==> src/rtl/maze_solver_if.sv <==
// Maze solver bus: groups the start/maze/coordinate request signals and the
// walk status outputs of maze_solver into one bundle.
//   master : drives start, maze_data, start_x/y, goal_x/y; observes status
//   slave  : the solver; observes the request, drives busy/done/found,
//            curr_x/y, heading, step_count and path_data
interface maze_solver_if #(
  parameter int unsigned STEP_W = 10
);
  logic              start;
  logic [255:0]      maze_data;
  logic [3:0]        start_x;
  logic [3:0]        start_y;
  logic [3:0]        goal_x;
  logic [3:0]        goal_y;
  logic              busy;
  logic              done;
  logic              found;
  logic [3:0]        curr_x;
  logic [3:0]        curr_y;
  logic [1:0]        heading;
  logic [STEP_W-1:0] step_count;
  logic [255:0]      path_data;

  modport master (
    output start, maze_data, start_x, start_y, goal_x, goal_y,
    input  busy, done, found, curr_x, curr_y, heading, step_count, path_data
  );

  modport slave (
    input  start, maze_data, start_x, start_y, goal_x, goal_y,
    output busy, done, found, curr_x, curr_y, heading, step_count, path_data
  );
endinterface

==> src/rtl/maze_solver.sv <==
// Right-hand wall follower over a 16x16 maze bitmap (bit x+16*y, 1 = open).
// A start pulse snapshots the maze and the start/goal cells, then the solver
// moves one cell per clock until it reaches the goal, runs out of moves,
// gets boxed in, or exhausts the MAX_STEPS budget.
// Ports:
//   clk    : system clock, rising edge
//   rst_n  : synchronous active-low reset
//   bus    : maze_solver_if slave modport
//            in : start, maze_data, start_x/y, goal_x/y
//            out: busy, done, found, curr_x/y, heading, step_count, path_data
// Heading encoding: 0=N(y-1), 1=E(x+1), 2=S(y+1), 3=W(x-1).
module maze_solver #(
  parameter int unsigned MAX_STEPS     = 1023,
  parameter int unsigned STEP_W        = 10,
  parameter logic [1:0]  START_HEADING = 2'd1
) (
  input logic          clk,
  input logic          rst_n,
  maze_solver_if.slave bus
);

  typedef enum logic [1:0] {
    IDLE,
    CHECK,
    WALK,
    DONE
  } state_t;

  localparam logic [STEP_W-1:0] MAX_CNT = STEP_W'(MAX_STEPS);

  // Relative turns in probe priority order, 2 bits each starting at the LSB:
  // right (+1), front (+0), left (+3), back (+2).
  localparam logic [7:0] TURNS = {2'd2, 2'd3, 2'd0, 2'd1};

  state_t            state;
  logic [255:0]      maze_q;
  logic [3:0]        start_x_q;
  logic [3:0]        start_y_q;
  logic [3:0]        goal_x_q;
  logic [3:0]        goal_y_q;
  logic              busy;
  logic              done;
  logic              found;
  logic [3:0]        curr_x;
  logic [3:0]        curr_y;
  logic [1:0]        heading;
  logic [STEP_W-1:0] step_count;
  logic [255:0]      path_data;

  logic              next_ok;
  logic [1:0]        next_dir;
  logic [7:0]        next_cell;
  logic [8:0]        cand;

  assign bus.busy       = busy;
  assign bus.done       = done;
  assign bus.found      = found;
  assign bus.curr_x     = curr_x;
  assign bus.curr_y     = curr_y;
  assign bus.heading    = heading;
  assign bus.step_count = step_count;
  assign bus.path_data  = path_data;

  // Neighbour of (x,y) in direction d, as {in_range, y, x}. The arithmetic is
  // 5 bits wide so that both -1 and 16 land with bit 4 set, which marks the
  // neighbour as outside the grid (no wrap-around).
  function automatic logic [8:0] step_cell(input logic [3:0] x,
                                           input logic [3:0] y,
                                           input logic [1:0] d);
    logic [4:0] nx;
    logic [4:0] ny;
    nx = {1'b0, x};
    ny = {1'b0, y};
    case (d)
      2'd0:    ny = ny - 5'd1;
      2'd1:    nx = nx + 5'd1;
      2'd2:    ny = ny + 5'd1;
      default: nx = nx - 5'd1;
    endcase
    return {~(nx[4] | ny[4]), ny[3:0], nx[3:0]};
  endfunction

  // Probe the four relative directions from lowest to highest priority so
  // the highest-priority open neighbour is the one left standing.
  always_comb begin
    next_ok   = 1'b0;
    next_dir  = heading;
    next_cell = {curr_y, curr_x};
    cand      = '0;
    for (int k = 3; k >= 0; k--) begin
      cand = step_cell(curr_x, curr_y, heading + TURNS[2*k +: 2]);
      if (cand[8] && maze_q[cand[7:0]]) begin
        next_ok   = 1'b1;
        next_dir  = heading + TURNS[2*k +: 2];
        next_cell = cand[7:0];
      end
    end
  end

  // Main controller: all outputs are registered here alongside the state.
  always_ff @(posedge clk) begin
    if (!rst_n) begin
      state      <= IDLE;
      maze_q     <= '0;
      start_x_q  <= '0;
      start_y_q  <= '0;
      goal_x_q   <= '0;
      goal_y_q   <= '0;
      busy       <= 1'b0;
      done       <= 1'b0;
      found      <= 1'b0;
      curr_x     <= '0;
      curr_y     <= '0;
      heading    <= START_HEADING;
      step_count <= '0;
      path_data  <= '0;
    end else begin
      case (state)
        IDLE, DONE: begin
          if (bus.start) begin
            state      <= CHECK;
            maze_q     <= bus.maze_data;
            start_x_q  <= bus.start_x;
            start_y_q  <= bus.start_y;
            goal_x_q   <= bus.goal_x;
            goal_y_q   <= bus.goal_y;
            busy       <= 1'b1;
            done       <= 1'b0;
            found      <= 1'b0;
            curr_x     <= bus.start_x;
            curr_y     <= bus.start_y;
            heading    <= START_HEADING;
            step_count <= '0;
            path_data  <= 256'd1 << {bus.start_y, bus.start_x};
          end
        end

        CHECK: begin
          if (!maze_q[{start_y_q, start_x_q}] || !maze_q[{goal_y_q, goal_x_q}]) begin
            state <= DONE;
            busy  <= 1'b0;
            done  <= 1'b1;
            found <= 1'b0;
          end else if ((start_x_q == goal_x_q) && (start_y_q == goal_y_q)) begin
            state <= DONE;
            busy  <= 1'b0;
            done  <= 1'b1;
            found <= 1'b1;
          end else begin
            state <= WALK;
          end
        end

        WALK: begin
          if ((curr_x == goal_x_q) && (curr_y == goal_y_q)) begin
            state <= DONE;
            busy  <= 1'b0;
            done  <= 1'b1;
            found <= 1'b1;
          end else if (step_count == MAX_CNT) begin
            state <= DONE;
            busy  <= 1'b0;
            done  <= 1'b1;
            found <= 1'b0;
          end else if (next_ok) begin
            curr_x               <= next_cell[3:0];
            curr_y               <= next_cell[7:4];
            heading              <= next_dir;
            step_count           <= step_count + 1'b1;
            path_data[next_cell] <= 1'b1;
          end else begin
            state <= DONE;
            busy  <= 1'b0;
            done  <= 1'b1;
            found <= 1'b0;
          end
        end

        default: state <= IDLE;
      endcase
    end
  end

endmodule
==> src/flat_wrapper.sv <==
// flat-port wrapper written by rule: the top's interface ports become plain ports
module maze_solver_flat 
#(
  parameter int unsigned MAX_STEPS     = 1023,
  parameter int unsigned STEP_W        = 10,
  parameter logic [1:0]  START_HEADING = 2'd1
)
  (clk, rst_n, bus_start, bus_maze_data, bus_start_x, bus_start_y, bus_goal_x, bus_goal_y, bus_busy, bus_done, bus_found, bus_curr_x, bus_curr_y, bus_heading, bus_step_count, bus_path_data);
  maze_solver_if #(.STEP_W(STEP_W)) bus_i ();
  input logic clk;
  input logic rst_n;
  input wire logic [$bits(bus_i.start)-1:0] bus_start;
  input wire logic [$bits(bus_i.maze_data)-1:0] bus_maze_data;
  input wire logic [$bits(bus_i.start_x)-1:0] bus_start_x;
  input wire logic [$bits(bus_i.start_y)-1:0] bus_start_y;
  input wire logic [$bits(bus_i.goal_x)-1:0] bus_goal_x;
  input wire logic [$bits(bus_i.goal_y)-1:0] bus_goal_y;
  output wire logic [$bits(bus_i.busy)-1:0] bus_busy;
  output wire logic [$bits(bus_i.done)-1:0] bus_done;
  output wire logic [$bits(bus_i.found)-1:0] bus_found;
  output wire logic [$bits(bus_i.curr_x)-1:0] bus_curr_x;
  output wire logic [$bits(bus_i.curr_y)-1:0] bus_curr_y;
  output wire logic [$bits(bus_i.heading)-1:0] bus_heading;
  output wire logic [$bits(bus_i.step_count)-1:0] bus_step_count;
  output wire logic [$bits(bus_i.path_data)-1:0] bus_path_data;
  assign bus_i.start = bus_start;
  assign bus_i.maze_data = bus_maze_data;
  assign bus_i.start_x = bus_start_x;
  assign bus_i.start_y = bus_start_y;
  assign bus_i.goal_x = bus_goal_x;
  assign bus_i.goal_y = bus_goal_y;
  assign bus_busy = bus_i.busy;
  assign bus_done = bus_i.done;
  assign bus_found = bus_i.found;
  assign bus_curr_x = bus_i.curr_x;
  assign bus_curr_y = bus_i.curr_y;
  assign bus_heading = bus_i.heading;
  assign bus_step_count = bus_i.step_count;
  assign bus_path_data = bus_i.path_data;
  maze_solver #(.MAX_STEPS(MAX_STEPS), .STEP_W(STEP_W), .START_HEADING(START_HEADING)) u_core (.clk(clk), .rst_n(rst_n), .bus(bus_i));
endmodule
==> config.mk <==
export PLATFORM = sky130hd
export DESIGN_NAME = maze_solver_flat
export DESIGN_NICKNAME = d
export VERILOG_FILES = /design/src/rtl/maze_solver_if.sv /design/src/rtl/maze_solver.sv /design/src/flat_wrapper.sv
export SDC_FILE = /design/constraint.sdc
export NUM_CORES = 2
export LEC_CHECK = 0
export BUFFER_PORTS_ARGS = -buffer_cell sky130_fd_sc_hd__buf_2
export CORE_AREA = 10 10 329 458
export CTS_BUF_LIST = sky130_fd_sc_hd__clkbuf_2
export CTS_CLUSTER_SIZE = 40
export DETAILED_ROUTE_END_ITERATION = 8
export DIE_AREA = 0 0 339 468
export GPL_ROUTABILITY_DRIVEN = 1
export GPL_TIMING_DRIVEN = 0
export SLEW_MARGIN = 30
export SYNTH_ARGS = -nofsm -noshare
export SYNTH_HDL_FRONTEND = slang
export SYNTH_SLANG_ARGS = --single-unit
==> constraint.sdc <==
create_clock -name clk -period 17.75 [get_ports clk]
set_clock_uncertainty 0.2 [all_clocks]
set_input_delay 5.325 -clock clk [delete_from_list [all_inputs] [get_ports clk]]
set_output_delay 5.325 -clock clk [all_outputs]
set_load 0.1 [all_outputs]
# After elaboration in Yosys (flattened, before gate mapping)
# Cells that the tools add are included.
# W data, S select, Z words.
# op_classes
n_addsub	8
magnitude_cmp	8
n_eq_ne	24
shifts	1
n_mux	82
n_bitwise	9
reduce_logical	26
# op_table
operator	n
$mux W256	4
$pmux W256 S2	1
$or A256 B256 Y256	1
$shl A1 B8 Y256 const A	1
$pmux W5 S2	8
$lt A8 B9 Y1 const B	7
$bmux W1 S8	6
$mux W10	4
$mux W4	8
$mux W8	4
$mux W1	26
$mux W2	12
$pmux W10 S2	1
$eq A4 B4 Y1	4
$pmux W4 S2	2
$eq A2 B2 Y1 const B	6
$add A10 B1 Y10 const B	1
$add A4 B1 Y5 const B	2
$eq A10 B10 Y1 const B	1
$eq A2 B1 Y1 const B	5
$logic_not A2 Y1	5
$reduce_or A2 Y1	5
$sub A4 B1 Y5 const B	2
$pmux W1 S3	3
22 further kinds	39
# word_totals
reg_bits	553
input_bits	275
elab_cells	172

# Depth between registers and ports, before layout
# depth
word_depth	20
mapped_depth	27
depth_no_buf	16

# Worst setup path before layout
# Ideal clock, no wire load.
# synth_path
path_kind	input port to flip-flop
start	in bus_start
end	reg u_core.path_data[107], in the netlist u_core.bus.path_data[107]
setup_ns	0.084
t_arrival_ns	7.179
t_required_ns	17.466
setup_slack_ns	10.287
stages	10
path_buffers	2
cell_sequence	nor2b_1 a211oi_1 inv_1 a41oi_2 nand2_1 buf_2 nor3b_1 nand2_1 clkbuf_1 o221ai_1
# synth_between
elab_chain_cells	2
# synth_lines
item	line	rtl
start: declaration	flat_wrapper.sv:12	input wire logic [$bits(bus_i.start)-1:0] bus_start;
$ne A2 B2 Y1 (no line)	--	
$reduce_and A5 Y1 (no line)	--	
end signal: assignment	maze_solver.sv:134	path_data <= 256'd1 << {bus.start_y, bus.start_x};
end: declaration	maze_solver.sv:48	logic [255:0] path_data;
# Every way passes these cells.
# A chain may end at the register's enable or synchronous reset.

# Final worst setup path
# layout_path
start	reg u_core.curr_x[0], in the netlist u_core.bus.curr_x[0]
end	reg u_core.path_data[251], in the netlist u_core.bus.path_data[251]
# layout_between
elab_chain_cells	18
elab_cells_between_ends	49
cone_classes	add/sub (2); order compare (2); eq/ne (3); mux (26); bitwise (9); reduce/logical (7)
# layout_lines
item	line	rtl
start: declaration	maze_solver.sv:44	logic [3:0] curr_x;
start signal: assignment	maze_solver.sv:130	curr_x <= bus.start_x;
start signal: assignment	maze_solver.sv:166	curr_x <= next_cell[3:0];
$sub A4 B1 Y5 or $add A4 B1 Y5 (tied branches)	maze_solver.sv:78, maze_solver.sv:76	
$pmux W5 S2	maze_solver.sv:74	case (d)
$bmux W1 S8 or $or A1 B1 Y1 (tied branches)	maze_solver.sv:92, maze_solver.sv:80	
$mux W1 (not written as such) or $not A1 Y1 (tied branches)	maze_solver.sv:92, maze_solver.sv:80	
$logic_and A1 B1 Y1	maze_solver.sv:92	if (cand[8] && maze_q[cand[7:0]]) begin
$mux W8 (4 in series)	maze_solver.sv:92	
$lt A8 B9 Y1 (not written as such) or $ge A8 B1 Y1 (tied branches)	maze_solver.sv:170	path_data[next_cell] <= 1'b1;
$logic_and A1 B1 Y1 (not written as such)	maze_solver.sv:170	
$mux W1 (not written as such)	maze_solver.sv:170	
$demux W1 S8	--	
$or A256 B256 Y256 (no line)	--	
$mux W256	maze_solver.sv:165	end else if (next_ok) begin
$mux W256	maze_solver.sv:160	end else if (step_count == MAX_CNT) begin
$mux W256	maze_solver.sv:155	if ((curr_x == goal_x_q) && (curr_y == goal_y_q)) begin
$pmux W256 S2	maze_solver.sv:118	case (state)
# Parallel ways exist; a longest one is shown, timed or not. The select of a mux whose other input is x is not followed.

==> metrics.md <==
| Metric | Value |
|---|---|
| Status | complete, no violations |
| Main synth FF type | dfxtp_1 |
| Clk root buf | clkbuf_2 |
| Post-synth EDFFs | 0 |
| Total negative slack | 0 ps |
| Synthesized Nets | 4175 |
| Mean Syn Cell Area | 9.08 µm² |
| Yosys cell types | 105 |
| Via count | 40300 |
| Yosys top cell area share | 0.314 |
| Clock tree buffer depth | 3 |
| Worst Path Required | 19030 ps |
| Ys async rst share | 0 |
| Final net count | 4894 |
| DIE HEIGHT | 468 µm |
| CTS tree | done |
| Share of layout cells above drive strength 1 | 0.298 |
| Setup violators final | 0 |
| Final hold vios | 0 |
| Global route overflow | 0 |
| Worst setup margin | 8170 ps |
| Syn-to-layout area delta | 20.9% |
| Critical setup path kind | register to register |
| Die area | 0.159 mm² |
| Worst Setup Start Kind | register |
| Flop and latch count out of synthesis | 553 |
| Starting Density | 0.248 |
| Gpl congestion | 1.08 |
| Number of vias per cell | 6.07 |
| Routed WL | 252000 µm |
| Slew at the pin with the worst max-slew slack | 1190 ps |
| Post-synth top area cell | dfxtp_1 |
| Slew Limit Fails | 0 |
| Cts bufs inserted | 142 |
| # hold bufs at CTS | 0 |
| Worst-Skew Late Latency | 1700 ps |
| CP max stage delay | 770 ps |
| Peak Freq | 0.104 GHz |
| Fin crit period | 9580 ps |
| Slowest library cell on the worst path | a211oi_1 |
| IO Count | 554 |
| Core ar. | 0.142 mm² |
| Routed length per placed instance | 38.0 µm |
| Sequential area share after synthesis | 0.314 |
| Post-CTS Setup Inserts | 0 |
| Detail Placement HPWL | 196000 µm |
| Post-Synthesis Cell Area | 0.0353 mm² |
| Clock sink count | 553 |
| Pwr/cell area | 200 mW/mm² |
| Max-slew headroom | 0.208 |
| Number of global-route vias before repair | 39400 |
| YS warnings | 0 |
| DIE WIDTH | 339 µm |
| Iter 0 DRT Violations | 5124 |
| First-pass GRT wire length | 336000 µm |
| Final ANT Viol Nets | 0 |
| Initial antenna violation count | 33 |
| Placement Setup Slack | 8680 ps |
| Drt first pass iters | 7 |
| Crit path DAT | 10860 ps |
| Hold Path Class | register to register |
| Post_cts resized | 0 |
| Reg clk slew, reported paths | 110 ps |
| DRC viols | 0 |
| Crit path max fanout | 10 |
| CP Cell Sequence | buf_2 -> inv_1 -> ha_1 -> nand2_1 -> o22a_1 -> clkbuf_1 -> nand2_2 -> buf_2 -> buf_2 -> mux4_2 -> o22ai_1 -> a211oi_1 -> o32ai_1 -> a31oi_1 -> nand2_1 -> a41oi_2 -> nand2_1 -> buf_2 -> nor3b_1 -> nand2_1 -> clkbuf_1 -> o221ai_1 |
| Lkg Pwr | 0.0160 µW |
| Largest net degree at the start of global routing | 17 |
| Critical Path Sink Type | register |
| RSZ-0062 raised after global routing | false |
| Syn Inst Count | 3886 |
| Max-cap violations | 0 |
| Port-buffer cells | 551 |
| Synth top area cells | dfxtp_1, mux4_2, nand2_1, o221ai_1, a21oi_1 |
| Max VDD drop | 0.000196 V |
| Gr usage total | 0.305 |
| H-tree depth | 4 |
| Fin crit share | 0.540 |
| Rows | 164 |
## area by class of cell
type | instances | area (µm²)
antenna | 13 | 32.5
buffer | 377 | 1930
clock buffer | 201 | 1010
clock inverter | 51 | 419
fill | 15400 | 99500
inverter | 20 | 75.1
multi-input combinational | 2936 | 22400
sequential | 553 | 11100
tap | 1909 | 2390
timing repair buffer | 575 | 3310
## path summary, 6_finish.rpt
check,from,to,slack (ps),cells after the start
hold / removal,u_core.bus.path_data[235],u_core.bus.path_data[235],270,2
setup reg to reg,u_core.bus.curr_x[0],u_core.bus.path_data[251],8170,22
setup / recovery,u_core.bus.curr_x[0],u_core.bus.path_data[251],8170,22
hold reg to reg,u_core.bus.path_data[235],u_core.bus.path_data[235],270,2
## metrics by stage
stage | util | total power, µW | hold slack [ps] | area [µm²] | cells
after global routing | 0.300 | 8650 | 293 | 42600 | 6624
after CTS | 0.300 | 8260 | 270 | 42600 | 6622
after floorplan | - | 4730 | 265 | 35300 | 3886
after detailed placement | 0.290 | 7250 | 244 | 41200 | 6370
final | 0.300 | 8520 | 272 | 42700 | 6635
after global placement | 0.284 | 7150 | 240 | 40400 | 6346
## critical path, delay by kind of cell (launching register included)
family / cells / cell delay (ps)
flops: 1 / 620
fa+ha+maj: 1 / 350
simple gates: 6 / 2140
buf+inv: 7 / 3010
mux: 1 / 330
compound gates: 7 / 2690
## flip-flops by register name, indices dropped and copies added, names as in the netlist
register	flops
u_core.bus.busy	1
u_core.bus.curr_x	4
u_core.bus.curr_y	4
u_core.bus.done	1
u_core.bus.found	1
u_core.bus.heading	2
u_core.bus.path_data	256
u_core.bus.step_count	10
u_core.goal_x_q	4
u_core.goal_y_q	4
u_core.maze_q	256
u_core.start_x_q	4
u_core.start_y_q	4
u_core.state	2
## cell families after synthesis
| group | share of synthesized area |
|---|---|
| AND/OR/NAND/NOR | 0.184 |
| AO/OA/AOI/OAI | 0.189 |
| flip-flops | 0.314 |
| multiplexers | 0.245 |
| buffers and inverters | 0.0547 |
| XOR/XNOR | 0.00922 |
| adder cells (fa/ha/maj) | 0.00496 |
## synthesized netlist by cell type, drive strengths merged (28+ instances only)
library cell and number:
and3 64, mux4 319, dfxtp 553, a311oi 28, a211oi 59, o221ai 253
nor2 80, o21ai 37, buf 159, nand2 1117, a21oi 313, clkbuf 216
mux2i 126, nand3 83
## per-layer routing
metal	vias to the layer above	GRT usage	routed length, µm
li1	16300	-	-
met1	19700	0.328	87500
met2	3346	0.484	113000
met3	980	0.0972	26300
met4	10	0.263	25800
met5	-	0	71
## where the power goes
part | switching, µW | leakage, µW | internal [µW] | total, µW
Sequential | 322 | 0.00450 | 1380 | 1700
Combinational | 4130 | 0.0105 | 1680 | 5810
Clock | 621 | 0.00104 | 385 | 1010
Total | 5080 | 0.0160 | 3450 | 8520
## placed cells by master (no fill, tap or decap), types with 22 or more instances in the layout
cell | synthesis | final
nand3_1 | 71 | 71
clkbuf_2 | 3 | 245
clkinv_1 | 0 | 25
and3_1 | 64 | 64
nand4_1 | 23 | 23
buf_4 | 33 | 35
o21ai_0 | 33 | 32
o221ai_1 | 248 | 248
a311oi_1 | 28 | 28
mux2i_1 | 126 | 126
dfxtp_1 | 553 | 553
nand2_1 | 1116 | 1115
a211oi_1 | 59 | 59
or3_1 | 22 | 22
a21oi_1 | 311 | 309
nor3_1 | 26 | 25
mux4_2 | 314 | 314
nand2b_1 | 24 | 24
buf_2 | 79 | 647
nor2_1 | 80 | 73
o22ai_1 | 26 | 23
clkbuf_1 | 213 | 172
No activity file was read; power rests on OpenSTA's default activity.
